### src/rtl/i2s_pkg.sv
// Shared definitions for the I2S TX/RX memory controllers: controller state
// encoding and the layout of a sample inside a 32-bit FIFO word.
package i2s_pkg;

    typedef enum logic [1:0] {
        IDLE    = 2'd0,
        ACTIVE  = 2'd1,
        RELEASE = 2'd2
    } mem_state_t;

    localparam int SAMPLE_LR_BIT   = 31;
    localparam int SAMPLE_DATA_MSB = 23;

    function automatic logic [31:0] pack_sample(input logic lr, input logic [23:0] data);
        logic [31:0] word;
        word                    = '0;
        word[SAMPLE_LR_BIT]     = lr;
        word[SAMPLE_DATA_MSB:0] = data;
        return word;
    endfunction

endpackage

### src/rtl/i2s_rx_mem_controller.sv
// Receive-side memory controller: accepts I2S reader samples over a four-phase
// handshake and writes packed words into whichever ping-pong buffer it holds.
module i2s_rx_mem_controller
    import i2s_pkg::*;
#(
    parameter int IDLE_TIMEOUT  = 1024,
    parameter int TIMEOUT_WIDTH = 16,
    parameter int OVF_WIDTH     = 16
) (
    input  logic                 rst,
    input  logic                 i2s_clock,
    input  logic                 enable,
    input  logic                 audio_data_valid,
    input  logic [23:0]          audio_data,
    input  logic                 audio_lr_bit,
    output logic                 audio_data_ack,
    input  logic [1:0]           wfifo_ready,
    input  logic [23:0]          wfifo_size,
    output logic [1:0]           wfifo_activate,
    output logic                 wfifo_strobe,
    output logic [31:0]          wfifo_data,
    output logic                 overflow,
    output logic [OVF_WIDTH-1:0] overflow_count
);

    localparam logic [TIMEOUT_WIDTH-1:0] IDLE_LIMIT = TIMEOUT_WIDTH'(IDLE_TIMEOUT - 1);
    localparam logic [TIMEOUT_WIDTH-1:0] IDLE_ONE   = TIMEOUT_WIDTH'(1);
    localparam logic [OVF_WIDTH-1:0]     OVF_ONE    = OVF_WIDTH'(1);
    localparam logic [OVF_WIDTH-1:0]     OVF_MAX    = '1;

    mem_state_t               state, state_next;
    logic [23:0]              word_count, word_count_next, word_count_inc;
    logic [TIMEOUT_WIDTH-1:0] idle_count, idle_count_next;
    logic [1:0]               activate_next;
    logic                     strobe_next;
    logic [31:0]              data_next;
    logic                     ack_next;
    logic                     overflow_next;
    logic [OVF_WIDTH-1:0]     ovf_count_next;
    logic                     consumed;
    logic                     sample_pending;

    assign sample_pending = audio_data_valid && !audio_data_ack;
    assign word_count_inc = word_count + 24'd1;

    always_ff @(posedge i2s_clock or posedge rst) begin
        if (rst) begin
            state          <= IDLE;
            word_count     <= '0;
            idle_count     <= '0;
            wfifo_activate <= '0;
            wfifo_strobe   <= 1'b0;
            wfifo_data     <= '0;
            audio_data_ack <= 1'b0;
            overflow       <= 1'b0;
            overflow_count <= '0;
        end else begin
            state          <= state_next;
            word_count     <= word_count_next;
            idle_count     <= idle_count_next;
            wfifo_activate <= activate_next;
            wfifo_strobe   <= strobe_next;
            wfifo_data     <= data_next;
            audio_data_ack <= ack_next;
            overflow       <= overflow_next;
            overflow_count <= ovf_count_next;
        end
    end

    always_comb begin
        state_next      = state;
        word_count_next = word_count;
        idle_count_next = idle_count;
        activate_next   = wfifo_activate;
        strobe_next     = 1'b0;
        data_next       = wfifo_data;
        overflow_next   = overflow;
        ovf_count_next  = overflow_count;
        consumed        = 1'b0;

        case (state)
            IDLE: begin
                if (enable && wfifo_ready != 2'b00) begin
                    activate_next   = wfifo_ready[0] ? 2'b01 : 2'b10;
                    word_count_next = '0;
                    idle_count_next = '0;
                    state_next      = ACTIVE;
                end else if (enable && sample_pending) begin
                    consumed      = 1'b1;
                    overflow_next = 1'b1;
                    if (overflow_count != OVF_MAX) begin
                        ovf_count_next = overflow_count + OVF_ONE;
                    end
                end
            end

            ACTIVE: begin
                // The buffer stays claimed through the final write so its strobe
                // never appears without an activate; other exits drop it at once.
                if (!enable || word_count >= wfifo_size) begin
                    activate_next = '0;
                    state_next    = RELEASE;
                end else if (sample_pending) begin
                    consumed        = 1'b1;
                    strobe_next     = 1'b1;
                    data_next       = pack_sample(audio_lr_bit, audio_data);
                    word_count_next = word_count_inc;
                    idle_count_next = '0;
                    if (word_count_inc == wfifo_size) begin
                        state_next = RELEASE;
                    end
                end else if (word_count != '0) begin
                    if (idle_count == IDLE_LIMIT) begin
                        activate_next = '0;
                        state_next    = RELEASE;
                    end else begin
                        idle_count_next = idle_count + IDLE_ONE;
                    end
                end
            end

            RELEASE: begin
                activate_next = '0;
                state_next    = IDLE;
            end

            default: begin
                activate_next = '0;
                state_next    = IDLE;
            end
        endcase

        ack_next = enable && (audio_data_ack ? audio_data_valid : consumed);
    end

endmodule

### config.mk
export PLATFORM = sky130hd
export DESIGN_NAME = i2s_rx_mem_controller
export DESIGN_NICKNAME = d
export VERILOG_FILES = /design/src/rtl/i2s_pkg.sv /design/src/rtl/i2s_rx_mem_controller.sv
export SDC_FILE = /design/constraint.sdc
export NUM_CORES = 1
export LEC_CHECK = 0
export ABC_AREA = 1
export CORE_MARGIN = 2
export CORE_UTILIZATION = 46
export DETAILED_ROUTE_END_ITERATION = 10
export GPL_TIMING_DRIVEN = 0
export PLACE_DENSITY = 0.71
export SYNTH_ARGS = -nofsm -noshare
export SYNTH_HDL_FRONTEND = slang
export SYNTH_SLANG_ARGS = --single-unit
### constraint.sdc
create_clock -name i2s_clock -period 6.12 [get_ports i2s_clock]
set_clock_uncertainty 0.2 [all_clocks]
set_input_delay 1.224 -clock i2s_clock [delete_from_list [all_inputs] [get_ports i2s_clock]]
set_output_delay 1.224 -clock i2s_clock [all_outputs]
set_load 0.01 [all_outputs]
==> results of run 1 <==
==> logic make-up (layout without fill, tap and decap cells) <==
| logic type | count (synthesis) | after routing | synth area share (%) |
|---|---|---|---|
| and+or+nand+nor | 516 | 516 | 37.7 |
| other | 1 | 7 | 0.0627 |
| xor gates and xnor gates | 29 | 29 | 4.25 |
| AOI/OAI and AO/OA | 75 | 75 | 6.86 |
| buffers and inverters | 122 | 239 | 8.41 |
| adders and majority gates | 28 | 28 | 5.86 |
| DFF | 88 | 88 | 36.8 |
==> power by group through the flow <==
stage | logic (mW) | registers, mW | clock network [mW]
after floorplan | 0.426 | 0.854 | 0
after global routing | 0.997 | 0.826 | 0.572
after detailed placement | 0.905 | 0.814 | 0
after CTS | 0.910 | 0.804 | 0.549
final | 0.902 | 0.803 | 0.538
after global placement | 0.893 | 0.811 | 0
==> sequential cells by signal, indices dropped and copies added (netlist names) <==
register,flops
wfifo_activate,2
overflow,1
word_count,24
idle_count,16
wfifo_strobe,1
wfifo_data,25
audio_data_ack,1
overflow_count,16
state,2
==> placed cells by master (no fill, tap or decap), types with 2 or more instances in the layout <==
cell type,netlist,layout
nor2_4,4,4
nand3_1,86,86
nor4_1,4,4
xor2_1,19,19
buf_4,9,9
nand2_1,301,301
a21oi_1,14,14
clkinvlp_4,0,2
o21ai_0,48,48
xnor2_1,10,10
inv_1,93,92
clkdlybuf4s50_1,0,100
o21ai_1,4,4
buf_2,9,9
inv_2,4,4
nor3_2,2,2
or2_2,10,10
nand4_1,16,16
nor2_1,63,63
clkbuf_16,0,9
conb_1,1,7
clkbuf_1,7,8
nor3_1,9,9
clkinv_4,0,2
nand2_2,3,3
dfrtp_1,88,88
ha_1,28,28
nor2_2,11,11
==> worst paths after layout <==
kind	from	endpoint	cells after the start
max	wfifo_size[22]	word_count[8]	14
min	wfifo_data[0]	wfifo_data[0]	2
max reg2reg	word_count[3]	wfifo_data[1]	14
min reg2reg	wfifo_data[0]	wfifo_data[0]	2
max in group asynchronous	rst	overflow_count[1]	3
min in group asynchronous	rst	idle_count[7]	2
==> per-layer routing <==
metal,GRT usage [%],up-vias,part of all wire (%)
li1,-,2978,-
met1,32.7,2607,48
met2,34.9,192,44
met3,2.91,24,5.8
met4,9.56,0,2.4
met5,0,-,0
==> per-stage QoR <==
step	setup WS [ns]	util, %	total power [mW]	hold WS, ns
final	2.34	59.4	2.24	0.271
after global routing	2.04	59.4	2.39	0.292
after CTS	2.31	59.4	2.26	0.275
after detailed placement	1.95	57.2	1.72	0.259
after global placement	0.906	57.0	1.70	0.250
after floorplan	2.42	-	1.28	0.267
==> area by class of cell <==
type,count,share of cell area [%]
sequential,88,29.2
clock inverter,6,0.698
timing repair buffer,101,13.7
multi-input combinational,655,43.8
clock buffer,10,3.04
buffer,25,1.84
inverter,97,4.87
tap,172,2.86
==> worst max-delay path: stages <==
cell             delay (ns)
clkdlybuf4s50_1        0.51
inv_1                  0.08
ha_1                   0.31
nand4_1                0.12
nor3_1                 0.22
and3_1                 0.25
nand2_1                0.08
nand3_1                0.14
o21ai_1                0.11
nand2_1                0.12
buf_2                  0.24
buf_2                  0.28
nand2_1                0.07
o21ai_0                0.09
==> impl_results.md, run 1 <==
* Predominant post-synthesis flop cell: dfrtp_1
* Synthesis warning total at 0
* Starting DRT DRC Count at 449
* Clock Path Buffers at 2
* Placer congestion estimate at 0.932
* Least-Margin Pin Slew at 0.625 ns
* Total GRT Usage at 22.9%
* P_sw at 0.883 mW
* TritonCTS Sinks at 88
* Combinational share of power at 40.2%
* Final Non-Filler Cells at 1154
* Fillers at 1225
* Clock power share at 24.0%
* Synthesis-stage register bit count at 88
* P_int at 1.36 mW
* Final Cell Area at 7530 sq um
* Leak Pwr at 3.55 nW
* Sequential Area at 2200 sq um
* CP endpoint kind: flop
* Hold buffer count at cts at 0
* Area post-placement at 7250 sq um
* Vias in the first global route at 5320
* Number of cell rows at 41
* Number of CTS-inserted buffers at 9
* PostCTS Resize Cnt at 0
* Mapped cell area at 5980 sq um
* Top cells by area, synth: dfrtp_1, nand2_1, nand3_1
* # DRC at 0
* Final hold vios at 0
* Critical path type: in -> reg
* Share of layout cells above drive strength 1 at 7.43%
* Sequential share of power at 35.8%
* Nets at 1060
* CP max FO at 10
* Multi-input gate area at 3300 sq um
* Crit path DAT at 3.84 ns
* Setup TNS at 0 ns
* Async S/R FF share, synth at 100%
* Max Slew Vio Count at 0
* Pwr dens at 298 nW/um^2
* Peak VDD IR at 0.141 mV
* Avg Inst Size Synth at 6.96 sq um
* Area Overhead vs Synth at 25.9%
* Via count at 5801
* Cell with the most instances after synthesis: nand2_1
* I/O pin count at 108
* Result of the run: finished clean
* CTS clk-pin slew, worst paths at 0.07 ns
* Chip height at 118 um
* Full die area at 13900 sq um
* Die width at 118 um
* Max cap viols at 0
* Vias per inst at 5.03
* Post-CTS setup buffer count at 0
* Synth cell types at 40
* Drt wl/cell at 13.1 um
* Initial core utilization at 47.2%
* Sw frac at 39.4%
* Flop-to-flop setup slack at 3.30 ns
* Total iterations of the first detailed-routing run at 5
* Critical path required time at 6.18 ns
* EDFF count, synth at 0
* Post-Route WL at 15.2 mm
* Worst Hold Class: reg -> reg
* RSZ-0062 raised after global routing: no
* Core Area at 12700 sq um
* Final setup viols at 0
* Clock latency on the worst-skew pair at 0.35 ns
* GRT overflow at 0
* # diodes at 0
* DPL Wire Length at 11.5 mm
* Yosys top cell area share at 36.8%
* Period utilization at 61.8%
* Synth top cells by count: nand2_1, inv_1, dfrtp_1
* Startpoint types: primary input
* Maximum clock frequency at 265 MHz
* First-pass GRT wire length at 25.8 mm
* Period minus WS final at 3.78 ns
* Port buffer count at 100
* CTS HTree Levels at 3
* Post-Place Cells at 1138
* Pin count of the biggest net entering global routing at 49
* Root Buffer: clkbuf_16
* Worst slew margin at 58.3%
* Initial antenna violation count at 0
* Antenna-violating nets left at 0
* Synth Instances at 859
* Area leader, netlist: dfrtp_1
* Register area share after synthesis at 36.8%
* TritonCTS clock tree: yes
(Power assumes the default switching activity.)
==> inputs of run 2 (changes only) <==
PLACE_DENSITY = 0.74   (was 0.71)
clock period = 3.1 ns   (was 6.12 ns; I/O delays follow)
==> run 2 against run 1 <==
Against the previous run: via count grew 0.71%; sequential cell count stayed put; sequential power grew 98%; register-to-register slack lost 2.8 ns; clock power is 110% higher; wire length is 0.76% lower; sequential share of layout area down 0.48 points; power is 110% higher.
==> impl_results.md, run 2 (synthesis results as in run 1) <==
* Result of the run: finished clean
* # diodes at 0 (unchanged)
* Core Area at 12700 sq um (unchanged)
* TritonCTS Sinks at 88 (unchanged)
* Commonest non-fill, non-tap cell in the layout: nand2_1
* Placer congestion estimate at 0.917 (-1.7%)
* Fillers at 1171 (-4.4%)
* Area post-placement at 7240 sq um (-0.10%)
* Least-Margin Pin Slew at 0.634 ns (+0.00944 ns)
* Pin count of the biggest net entering global routing at 47 (-4.1%)
* Slowest stage cell, crit path: clkdlybuf4s50_1
* Crit path DAT at 2.97 ns (-0.87 ns)
* Fin util at 60.4% (+0.99 points)
* CP delay by family, top: simple AND/OR/NAND/NOR gates
* Clock latency on the worst-skew pair at 0.35 ns (about the same)
* Peak VDD IR at 0.312 mV (+120%)
* Number of CTS-inserted buffers at 9 (unchanged)
* Hold Path Origin: wfifo_data[1]
* Crit-path max cell delay at 0.52 ns (about the same)
* Worst hold path depth at 2 (unchanged)
* WHS Endpoint: wfifo_data[1]
* Max cap viols at 0 (unchanged)
* Pwr dens at 604 nW/um^2 (+100%)
* Total GRT Usage at 22.3% (-0.58 points)
* CP endpoint kind: flop
* Top reg by flops: wfifo_data
* # DRC at 0 (unchanged)
* Startpoint types: primary input
* RSZ-0062 raised after global routing: no
* Sequential Area at 2200 sq um (unchanged)
* Most frequent cells in the layout: nand2_1, clkdlybuf4s50_1, inv_1
* Post-Route WL at 15.0 mm (-0.76%)
* Initial core utilization at 47.2% (unchanged)
* Max Slew Vio Count at 0 (unchanged)
* Period minus WS final at 2.95 ns
* Number of cell rows at 41 (unchanged)
* Final Cell Area at 7650 sq um (+1.7%)
* Total iterations of the first detailed-routing run at 6 (+1)
* Flop-to-flop setup slack at 0.53 ns (-2.77 ns)
* Antenna-violating nets left at 0 (unchanged)
* Setup ws final at 0.146 ns (-2.19 ns)
* Die width at 118 um (unchanged)
* Largest registers: wfifo_data x25, word_count x24
* Pwr Total at 4.63 mW (+110%)
* Initial antenna violation count at 0 (unchanged)
* GRT overflow at 0 (unchanged)
* Crit path buffers/inverters at 3 (-1)
* Area Overhead vs Synth at 28.0%
* CTS clk-pin slew, worst paths at 0.07 ns (about the same)
* Share of layout cells above drive strength 1 at 8.92% (+1.5 points)
* Reg2reg start: word_count[1]
* Via count at 5842 (+0.71%)
* Min Hold Slack at 0.272 ns (+0.000648 ns)
* Max reg flops at 25 (unchanged)
* CP max FO at 10 (unchanged)
* TritonCTS clock tree: yes
* Vias per inst at 5.04 (+0.36%)
* CTS HTree Levels at 3 (unchanged)
* Final setup viols at 0 (unchanged)
* Port buffer count at 100 (unchanged)
* Multi-input gate area at 3330 sq um (+1.1%)
* I/O pin count at 108 (unchanged)
* Starting DRT DRC Count at 434 (-3.3%)
* Clock Path Buffers at 2 (unchanged)
* Critical path required time at 3.12 ns (-3.06 ns)
* Worst slew margin at 57.7% (-0.63 points)
* Hold buffer count at cts at 0 (unchanged)
* Most common cell on crit path: nand2_1
* Maximum clock frequency at 339 MHz
* First-pass GRT wire length at 25.4 mm (-1.4%)
* Placement Setup Slack at -0.557 ns (-2.51 ns)
* Vias in the first global route at 5375 (+1.0%)
* Final hold vios at 0 (unchanged)
* Nets at 1064 (+0.38%)
* Worst path cell trace: clkdlybuf4s50_1, inv_1, ha_1, nand4_1, nor3_2, and3_1, nand2_1, nand3_2, o21ai_2, nand2_1, buf_2, o21ai_0
* Drt wl/cell at 13.0 um (-1.1%)
* DPL Wire Length at 11.4 mm (-0.94%)
* Critical path type: in -> reg
* Worst reg2reg path endpoint: state[0]
* Root Buffer: clkbuf_16
* Chip height at 118 um (unchanged)
* Leak Pwr at 3.62 nW (+1.8%)
* R2R depth at 16 (+2)
* Worst Hold Class: reg -> reg
* Period utilization at 95.3%
* Full die area at 13900 sq um (unchanged)
run 2: stage by stage:
stage               TNS, ns  instances
detailed placement   -29.96       1138
global placement    -161.85       1137
global route              0       1158
finish                    0       1158
floorplan                 0        865
CTS                       0       1154
run 2: worst reg2reg max path, cell delays in order, from the launching register on:
cell and delay [ns]:
dfrtp_1 0.44, ha_1 0.24, nand2_1 0.11, nor2_4 0.19
nand3_1 0.22, nor2_1 0.22, nand2_1 0.10, nand3_1 0.09
nand2_1 0.06, nor2_1 0.10, nand2_1 0.08, nor2_1 0.10
nand2_1 0.06, nand2_1 0.08, nand2_1 0.07, nand2_1 0.06
nand2_1 0.04
run 2: layer usage:
metal  vias to the layer above  share of wire (%)  global-route usage, %
li1                       2990                  -                      -
met1                      2659                 47                   30.4
met2                       183                 46                   36.3
met3                        10                5.7                   5.23
met4                         0               0.80                   4.59
met5                         -                  0                      0
run 2: cell type report:
type,count,share of cell area [%]
sequential,88,28.8
clock buffer,9,2.94
multi-input combinational,655,43.6
buffer,24,2.21
timing repair buffer,106,13.8
inverter,97,4.79
clock inverter,7,1.10
tap,172,2.81
run 2: report_power, final:
group          total [mW]  internal [mW]  switching, mW  leakage (nW)
Clock                1.15          0.641          0.505         0.149
Sequential           1.59           1.39          0.194          1.16
Combinational        1.89          0.833           1.06          2.31
Total                4.63           2.87           1.76          3.62
run 2: worst max path at each step:
| stage | slack [ns] | cells past startpoint | from | end |
|---|---|---|---|---|
| finish | 0.15 | 12 | wfifo_size[22] | word_count[12] |
| global route | 0.02 | 16 | wfifo_size[1] | wfifo_data[5] |
| CTS | 0.002 | 12 | wfifo_size[23] | word_count[12] |
| detailed placement | -0.56 | 14 | wfifo_size[23] | word_count[5] |
| global placement | -1.52 | 2 | rst | overflow_count[5] |
| floorplan | 0.001 | 1 | rst | audio_data_ack |
run 2: what timing repair did:
| item | 4_1_cts | 5_1_grt |
|---|---|---|
| gates cloned | 0 | 0 |
| setup buffers | 0 | 5 |
| gates resized for setup | 8 | 20 |
| hold endpoints to repair | 0 | 0 |
| setup endpoints to repair | 54 | 59 |
| pin swaps | 0 | 4 |
